[config.mk]
export PLATFORM = sky130hd
export DESIGN_NAME = shift_cmd_sequencer
export DESIGN_NICKNAME = d
export VERILOG_FILES = /design/src/rtl/shift_cmd_sequencer.sv
export SDC_FILE = /design/constraint.sdc
export NUM_CORES = 1
export LEC_CHECK = 0
export ABC_AREA = 1
export BUFFER_PORTS_ARGS = -buffer_cell sky130_fd_sc_hd__buf_2
export CELL_PAD_IN_SITES_DETAIL_PLACEMENT = 1
export CELL_PAD_IN_SITES_GLOBAL_PLACEMENT = 1
export CORE_MARGIN = 2
export CORE_UTILIZATION = 45
export CTS_CLUSTER_DIAMETER = 50
export DETAILED_ROUTE_END_ITERATION = 12
export HOLD_SLACK_MARGIN = 0.03
export PLACE_DENSITY_LB_ADDON = 0.1
export SYNTH_ARGS = -nofsm -noshare
export SYNTH_HDL_FRONTEND = slang
export SYNTH_SLANG_ARGS = --single-unit
[constraint.sdc]
create_clock -name clk -period 4.55 [get_ports clk]
set_clock_uncertainty 0.1 [all_clocks]
set_input_delay 0.455 -clock clk [delete_from_list [all_inputs] [get_ports clk]]
set_output_delay 0.455 -clock clk [all_outputs]
set_load 0.01 [all_outputs]
[src/rtl/shift_cmd_sequencer.sv]
// shift_cmd_sequencer: command FIFO + load/shift/capture FSM driving a shift register.
// Optional shadow check enabled with `define SHIFT_SEQ_SHADOW_CHECK_EN.
module shift_cmd_sequencer #(
    parameter int WIDTH      = 16,
    parameter int CNT_W      = 5,
    parameter int FIFO_DEPTH = 4
) (
    input  logic             clk,
    input  logic             rst,
    input  logic             cmd_valid,
    output logic             cmd_ready,
    input  logic [1:0]       cmd_mode,
    input  logic [CNT_W-1:0] cmd_count,
    input  logic [WIDTH-1:0] cmd_data,
    output logic             sr_load,
    output logic             sr_shift_en,
    output logic [1:0]       sr_mode,
    output logic [WIDTH-1:0] sr_data_in,
    input  logic [WIDTH-1:0] sr_data_out,
    output logic             res_valid,
    input  logic             res_ready,
    output logic [WIDTH-1:0] res_data,
    output logic             busy,
    output logic             err_mismatch
);

    localparam int PW = $clog2(FIFO_DEPTH);

    typedef enum logic [1:0] {
        IDLE,
        LOAD,
        SHIFT,
        CAPTURE
    } state_t;

    typedef struct packed {
        logic [1:0]       mode;
        logic [CNT_W-1:0] count;
        logic [WIDTH-1:0] data;
    } cmd_t;

    cmd_t             fifo_mem [FIFO_DEPTH];
    logic [PW:0]      wr_ptr;
    logic [PW:0]      rd_ptr;
    logic             full;
    logic             empty;
    logic             push;
    logic             pop;
    cmd_t             head;
    cmd_t             cmd_in;
    state_t           state;
    state_t           state_n;
    logic [CNT_W-1:0] cnt;

    assign empty     = (wr_ptr == rd_ptr);
    assign full      = (wr_ptr[PW-1:0] == rd_ptr[PW-1:0]) &&
                       (wr_ptr[PW] != rd_ptr[PW]);
    assign cmd_ready = !full;
    assign push      = cmd_valid && !full;
    assign head      = fifo_mem[rd_ptr[PW-1:0]];
    assign busy      = (state != IDLE) || !empty;

    assign cmd_in.mode  = cmd_mode;
    assign cmd_in.count = cmd_count;
    assign cmd_in.data  = cmd_data;

    // FIFO storage; contents are don't-care while pointers say empty
    always_ff @(posedge clk) begin
        if (push) begin
            fifo_mem[wr_ptr[PW-1:0]] <= cmd_in;
        end
    end

    // FIFO pointers with wrap bit for full/empty distinction
    always_ff @(posedge clk) begin
        if (rst) begin
            wr_ptr <= '0;
            rd_ptr <= '0;
        end else begin
            if (push) wr_ptr <= wr_ptr + 1'b1;
            if (pop)  rd_ptr <= rd_ptr + 1'b1;
        end
    end

    // Next-state logic; pop only when the result slot is free or draining now
    always_comb begin
        state_n = state;
        pop     = 1'b0;
        unique case (state)
            IDLE: begin
                if (!empty && (!res_valid || res_ready)) begin
                    pop     = 1'b1;
                    state_n = LOAD;
                end
            end
            LOAD: begin
                state_n = (cnt != '0) ? SHIFT : CAPTURE;
            end
            SHIFT: begin
                if (cnt == CNT_W'(1)) state_n = CAPTURE;
            end
            CAPTURE: begin
                state_n = IDLE;
            end
            default: begin
                state_n = IDLE;
            end
        endcase
    end

    // State, counter and registered shift-register controls
    always_ff @(posedge clk) begin
        if (rst) begin
            state       <= IDLE;
            cnt         <= '0;
            sr_load     <= 1'b0;
            sr_shift_en <= 1'b0;
            sr_mode     <= '0;
            sr_data_in  <= '0;
        end else begin
            state       <= state_n;
            sr_load     <= (state_n == LOAD);
            sr_shift_en <= (state_n == SHIFT);
            if (pop) begin
                cnt        <= head.count;
                sr_mode    <= head.mode;
                sr_data_in <= head.data;
            end else if (state == SHIFT) begin
                cnt <= cnt - CNT_W'(1);
            end
        end
    end

    // Result register: captured on leaving CAPTURE, held until consumed
    always_ff @(posedge clk) begin
        if (rst) begin
            res_valid <= 1'b0;
            res_data  <= '0;
        end else if (state == CAPTURE) begin
            res_valid <= 1'b1;
            res_data  <= sr_data_out;
        end else if (res_valid && res_ready) begin
            res_valid <= 1'b0;
        end
    end

`ifdef SHIFT_SEQ_SHADOW_CHECK_EN

    logic [WIDTH-1:0] shadow;

    function automatic logic [WIDTH-1:0] shift_step(
        input logic [WIDTH-1:0] d,
        input logic [1:0]       m
    );
        logic [WIDTH-1:0] r;
        unique case (m)
            2'b00:   r = {d[WIDTH-2:0], 1'b0};
            2'b01:   r = {1'b0, d[WIDTH-1:1]};
            2'b10:   r = {d[WIDTH-2:0], d[WIDTH-1]};
            default: r = {d[0], d[WIDTH-1:1]};
        endcase
        return r;
    endfunction

    // Shadow copy of the external register; sticky error on capture mismatch
    always_ff @(posedge clk) begin
        if (rst) begin
            shadow       <= '0;
            err_mismatch <= 1'b0;
        end else begin
            if (state == LOAD) begin
                shadow <= sr_data_in;
            end else if (state == SHIFT) begin
                shadow <= shift_step(shadow, sr_mode);
            end
            if (state == CAPTURE && sr_data_out != shadow) begin
                err_mismatch <= 1'b1;
            end
        end
    end

`else

    assign err_mismatch = 1'b0;

`endif

endmodule

Word level (Yosys, flattened, before mapping)

Memories as Yosys holds them, arrays and structs flattened. A register that Yosys moved wholly into a read port is not among the register bits.
Index checks and enable logic that the tools add are counted.

$add $sub $neg: 3
Equality and inequality tests: 9
Mux-type cells: 14
Reductions and logical operators: 14

Operator list:

| operator              | count |
|---|---|
| $mux W5               | 2 |
| $mux W2               | 4 |
| $pmux W2 S4           | 1 |
| $mux W1               | 7 |
| $add A3 B1 Y3 const B | 2 |
| $eq A2 B2 Y1 const B  | 3 |
| $reduce_bool A2 Y1    | 3 |
| $eq A5 B1 Y1 const B  | 1 |
| $reduce_bool A5 Y1    | 1 |
| $sub A5 B1 Y5 const B | 1 |
| $eq A2 B1 Y1 const B  | 2 |
| $logic_and A1 B1 Y1   | 4 |
| $eq A3 B3 Y1          | 1 |
| $logic_not A1 Y1      | 3 |
| $eq A2 B2 Y1          | 1 |
| $logic_not A2 Y1      | 1 |
| $logic_or A1 B1 Y1    | 2 |
| $ne A1 B1 Y1          | 1 |

Flip-flop bits (word level): 50
Bits in writable memories: 92
Input bits: 43
Output and inout port bits: 40
Logic and storage cells: 51
Memories: 1

Memory list:

| name     | depth | bits a word | rd ports | clocked after Yosys merged registers in | wr ports | line | source |
|---|---|---|---|---|---|---|---|
| fifo_mem | 4     | 23          | 1        | 1                                       | 1        | 42   | `cmd_t fifo_mem [FIFO_DEPTH];` |

Depth between registers and ports, before layout

Depth in word-level cells: 7
Mapped depth: 10
Gate-level depth less buffers: 9

Least setup slack after synthesis

No wires, ideal clock.

Path kind: register to register
Start point: reg wr_ptr[0]
End point: mem fifo_mem[0][0] (netlist name), enable pin
Setup time: 0.403 ns
Arrival: 1.949 ns
Required time: 4.047 ns
Setup slack: 2.098 ns
Stages on the path, launching flop included: 7
Path buffers: 0
Clock period less this slack: 2.452 ns
Cells stage by stage: dfxtp_1 > inv_2 > nand2_1 > nand2_2 > nand4_1 > nand2_1 > nor2_1

Cells in the longest elaborated chain, start to end: 6

RTL lines:

| what                          | line | source |
|---|---|---|
| start, declared               | 43   | `logic [PW:0] wr_ptr;` |
| start signal, assigned        | 80   | `if (push) wr_ptr <= wr_ptr + 1'b1;` |
| $eq A2 B2 Y1                  | 56   | `assign full = (wr_ptr[PW-1:0] == rd_ptr[PW-1:0]) &&` |
| $logic_and A1 B1 Y1           | 56   |  |
| $logic_not A1 Y1              | --   |  |
| named net cmd_ready           | 11   | `output logic cmd_ready,` |
| $logic_and A1 B1 Y1           | 59   | `assign push = cmd_valid && !full;` |
| $mux W1                       | 69   | `if (push) begin` |
| $mux W1 (not written as such) | 70   | `fifo_mem[wr_ptr[PW-1:0]] <= cmd_in;` |
| end, declared                 | 42   |  |

The timed path passes the listed nets, and every way through them passes these cells.

==> summary.txt <==
Routing
  – Routed vias: 4,020
  – Met3 WL: 654 um
  – Drt drc: 0
  – Metal2 WL: 6.55 mm
  – Post-DR wirelength/cell: 17.2 um
  – Wl on met1: 6.07 mm
  – Total routed wirelength: 13.4 mm
  – ANT nets after route: 0
  – Uppermost layer routed: met4
  – DR pass1 iterations: 4
  – Initial DRC count: 279
  – Number of vias per cell: 5.15

GRT
  – Vias in the first global route: 4,083
  – First-pass GRT wire length: 21.0 mm
  – GRT overflow: 0
  – Tot GR Track Use: 0.210
  – Largest net degree at the start of global routing: 48
  – Initial antenna violation count: 0

Die
  – Core Area: 12,600 um2
  – Die Wd: 117 um
  – Ports: 83
  – Die height: 117 um
  – Die area: 13,700 um2
  – Cell Rows: 41
  – Initial Util: 0.457

Clocking
  – Clock root buffer: clkbuf_16
  – TritonCTS buffer count: 17
  – Htree depth: 4
  – Clk_lat worst skew: 0.41 ns
  – Post-cts resize count: 0
  – Post-CTS Setup Inserts: 0
  – Clock Sinks: 144
  – Worst-path clk slew: 0.06 ns
  – Hold-fix buffers at CTS: 0
  – CTS max path bufs: 2
  – TritonCTS clock tree: done

Timing
  – Min Tclk post-route: 2.46 ns
  – Slew margin rel.: 0.354
  – Post-Route Setup TNS: 0 ns
  – Endpoints failing hold: 0
  – Finish-stage setup viols: 0
  – Fin worst setup slack: 2.09 ns
  – RSZ-0062 raised after global routing: false
  – Fmax: 407 MHz
  – Tightest Pin Transition: 0.968 ns
  – Final Max Slew Viols: 0
  – Final worst-path cycle share: 0.541

Setup path
  – CP Launch Type: flip-flop
  – CP arrival: 2.71 ns
  – Max Fanout on Critical Path: 24
  – Critical Path Sink Type: flip-flop
  – WS Path Type: flip-flop to flip-flop
  – R2R setup slack: 2.09 ns
  – Req. time, crit path: 4.80 ns

Place
  – Worst slack, placed: 1.52 ns
  – Gp weighted congestion: 0.772
  – Dpl hpwl: 8.47 mm
  – Area post-placement: 6260 um2
  – Port Buffers: 81

Logic synthesis
  – Synthesized Nets: 570
  – Cell variety after synth: 29
  – Seq cells post-synth: 144
  – YS warnings: 0
  – Syn Area/Cell: 11.2 um2
  – Cell area after synthesis: 5750 um2
  – Sequential share of the synthesized area: 0.662
  – Mapped Cells: 515

Layout
  – Area of the multi-input gates: 1690 um2
  – Post-layout nets: 650
  – Core Util, Final: 0.545
  – Area growth from synthesis to layout: 19.1%
  – Fillers: 1,359
  – Share of layout cells above drive strength 1: 0.276
  – Register area: 3800 um2
  – Final instance area: 6840 um2
  – Antenna diodes: 0

Power
  – Lkg Pwr: 2.68 nW
  – Peak VDD IR: 335 uV
  – Power per cell area: 661 nW/um2

Min path
  – Hold Crit Class: input port to flip-flop

Run
  – Max-cap violations: 0

Run status
  – Status: finished clean
## cells in the mapped netlist
cell type	n	share of area
a21oi_1	10	0.0087
a21oi_2	20	0.030
buf_1	3	0.0020
buf_12	2	0.0070
buf_2	6	0.0052
buf_4	3	0.0039
buf_6	1	0.0020
clkbuf_1	10	0.0065
clkbuf_2	1	0.00087
clkinv_1	2	0.0013
clkinv_4	1	0.0015
conb_1	1	0.00065
dfxtp_1	52	0.18
edfxtp_1	92	0.48
ha_1	12	0.026
inv_1	21	0.014
inv_2	3	0.0020
nand2_1	48	0.031
nand2_2	23	0.025
nand3_1	9	0.0078
nand3_4	2	0.0061
nand4_1	7	0.0076
nor2_1	94	0.061
nor3_1	1	0.00087
o21ai_0	64	0.056
o21ai_1	2	0.0017
o22ai_1	21	0.023
or2_2	1	0.0011
xor2_1	3	0.0046
## placed cells by master (no fill, tap or decap), types with 20 or more instances in the layout
cell type	n
a21oi_2	20
buf_2	81
dfxtp_1	52
edfxtp_1	92
inv_1	21
nand2_1	48
nand2_2	23
nor2_1	90
o21ai_0	64
o22ai_1	21
## routing by layer
layer  track usage  up-vias
li1              -     1941
met1         0.264     1962
met2         0.353      103
met3        0.0597       14
met4        0.0690        0
met5             0        -
## cell families (layout without fill, tap and decap cells)
kind of cell    after synthesis  count (layout)  share of synthesized area
other cells                   1               1                   0.000653
simple gates                185             185                      0.141
compound gates              117             117                      0.120
flops                       144             144                      0.662
fa+ha+maj                    12              12                     0.0261
xor+xnor                      3               3                    0.00457
buf+inv                      53             146                     0.0459
## worst max-delay path, cell delays in order, from the launching register on
cell     delay (ns)
dfxtp_1        0.95
inv_1          0.66
nor2_1         0.23
o21ai_0        0.12
nand2_1        0.07
nand4_1        0.08
nand2_1        0.07
inv_1          0.04
nor2_1         0.07
## final cells by class
class | count | share of cell area
Sequential cell | 144 | 0.556
Clock inverter | 10 | 0.0168
Tap cell | 172 | 0.0314
Clock buffer | 22 | 0.0649
Multi-Input combinational cell | 318 | 0.247
Inverter | 27 | 0.0155
Timing Repair Buffer | 87 | 0.0687
## registers in the layout, summed over array words and instances, names as in the netlist, named ones only
register	cells
cnt	5
sr_shift_en	1
res_valid	1
res_data	16
rd_ptr	3
state	2
fifo_mem	92
sr_load	1
sr_mode	2
wr_ptr	3
sr_data_in	16
## worst paths after layout
path | start | to | cells after the start
hold reg to reg | sr_data_in[1]$_SDFFE_PP0P_ | sr_data_in[1]$_SDFFE_PP0P_ | 2
hold / removal | cmd_count[4] | fifo_mem[0][20]$_DFFE_PP_ | 1
setup / recovery | flip-flop | cnt[3]$_SDFFE_PP0P_ | 8
setup reg to reg | flip-flop | cnt[3]$_SDFFE_PP0P_ | 8
## per-stage QoR
stage | power (mW) | instances | hold slack [ns]
after detailed placement | 3.24 | 747 | 0.361
after global routing | 4.82 | 780 | 0.143
final | 4.52 | 780 | 0.153
after global placement | 3.17 | 747 | 0.353
after CTS | 4.55 | 779 | 0.134
after floorplan | 2.84 | 515 | 0.361
## power breakdown
part | internal, mW | total, mW | switching [mW]
sequential | 1.60 | 1.75 | 0.151
clock | 0.804 | 1.30 | 0.496
combinational | 0.490 | 1.47 | 0.980
(Power assumes the default switching activity.)
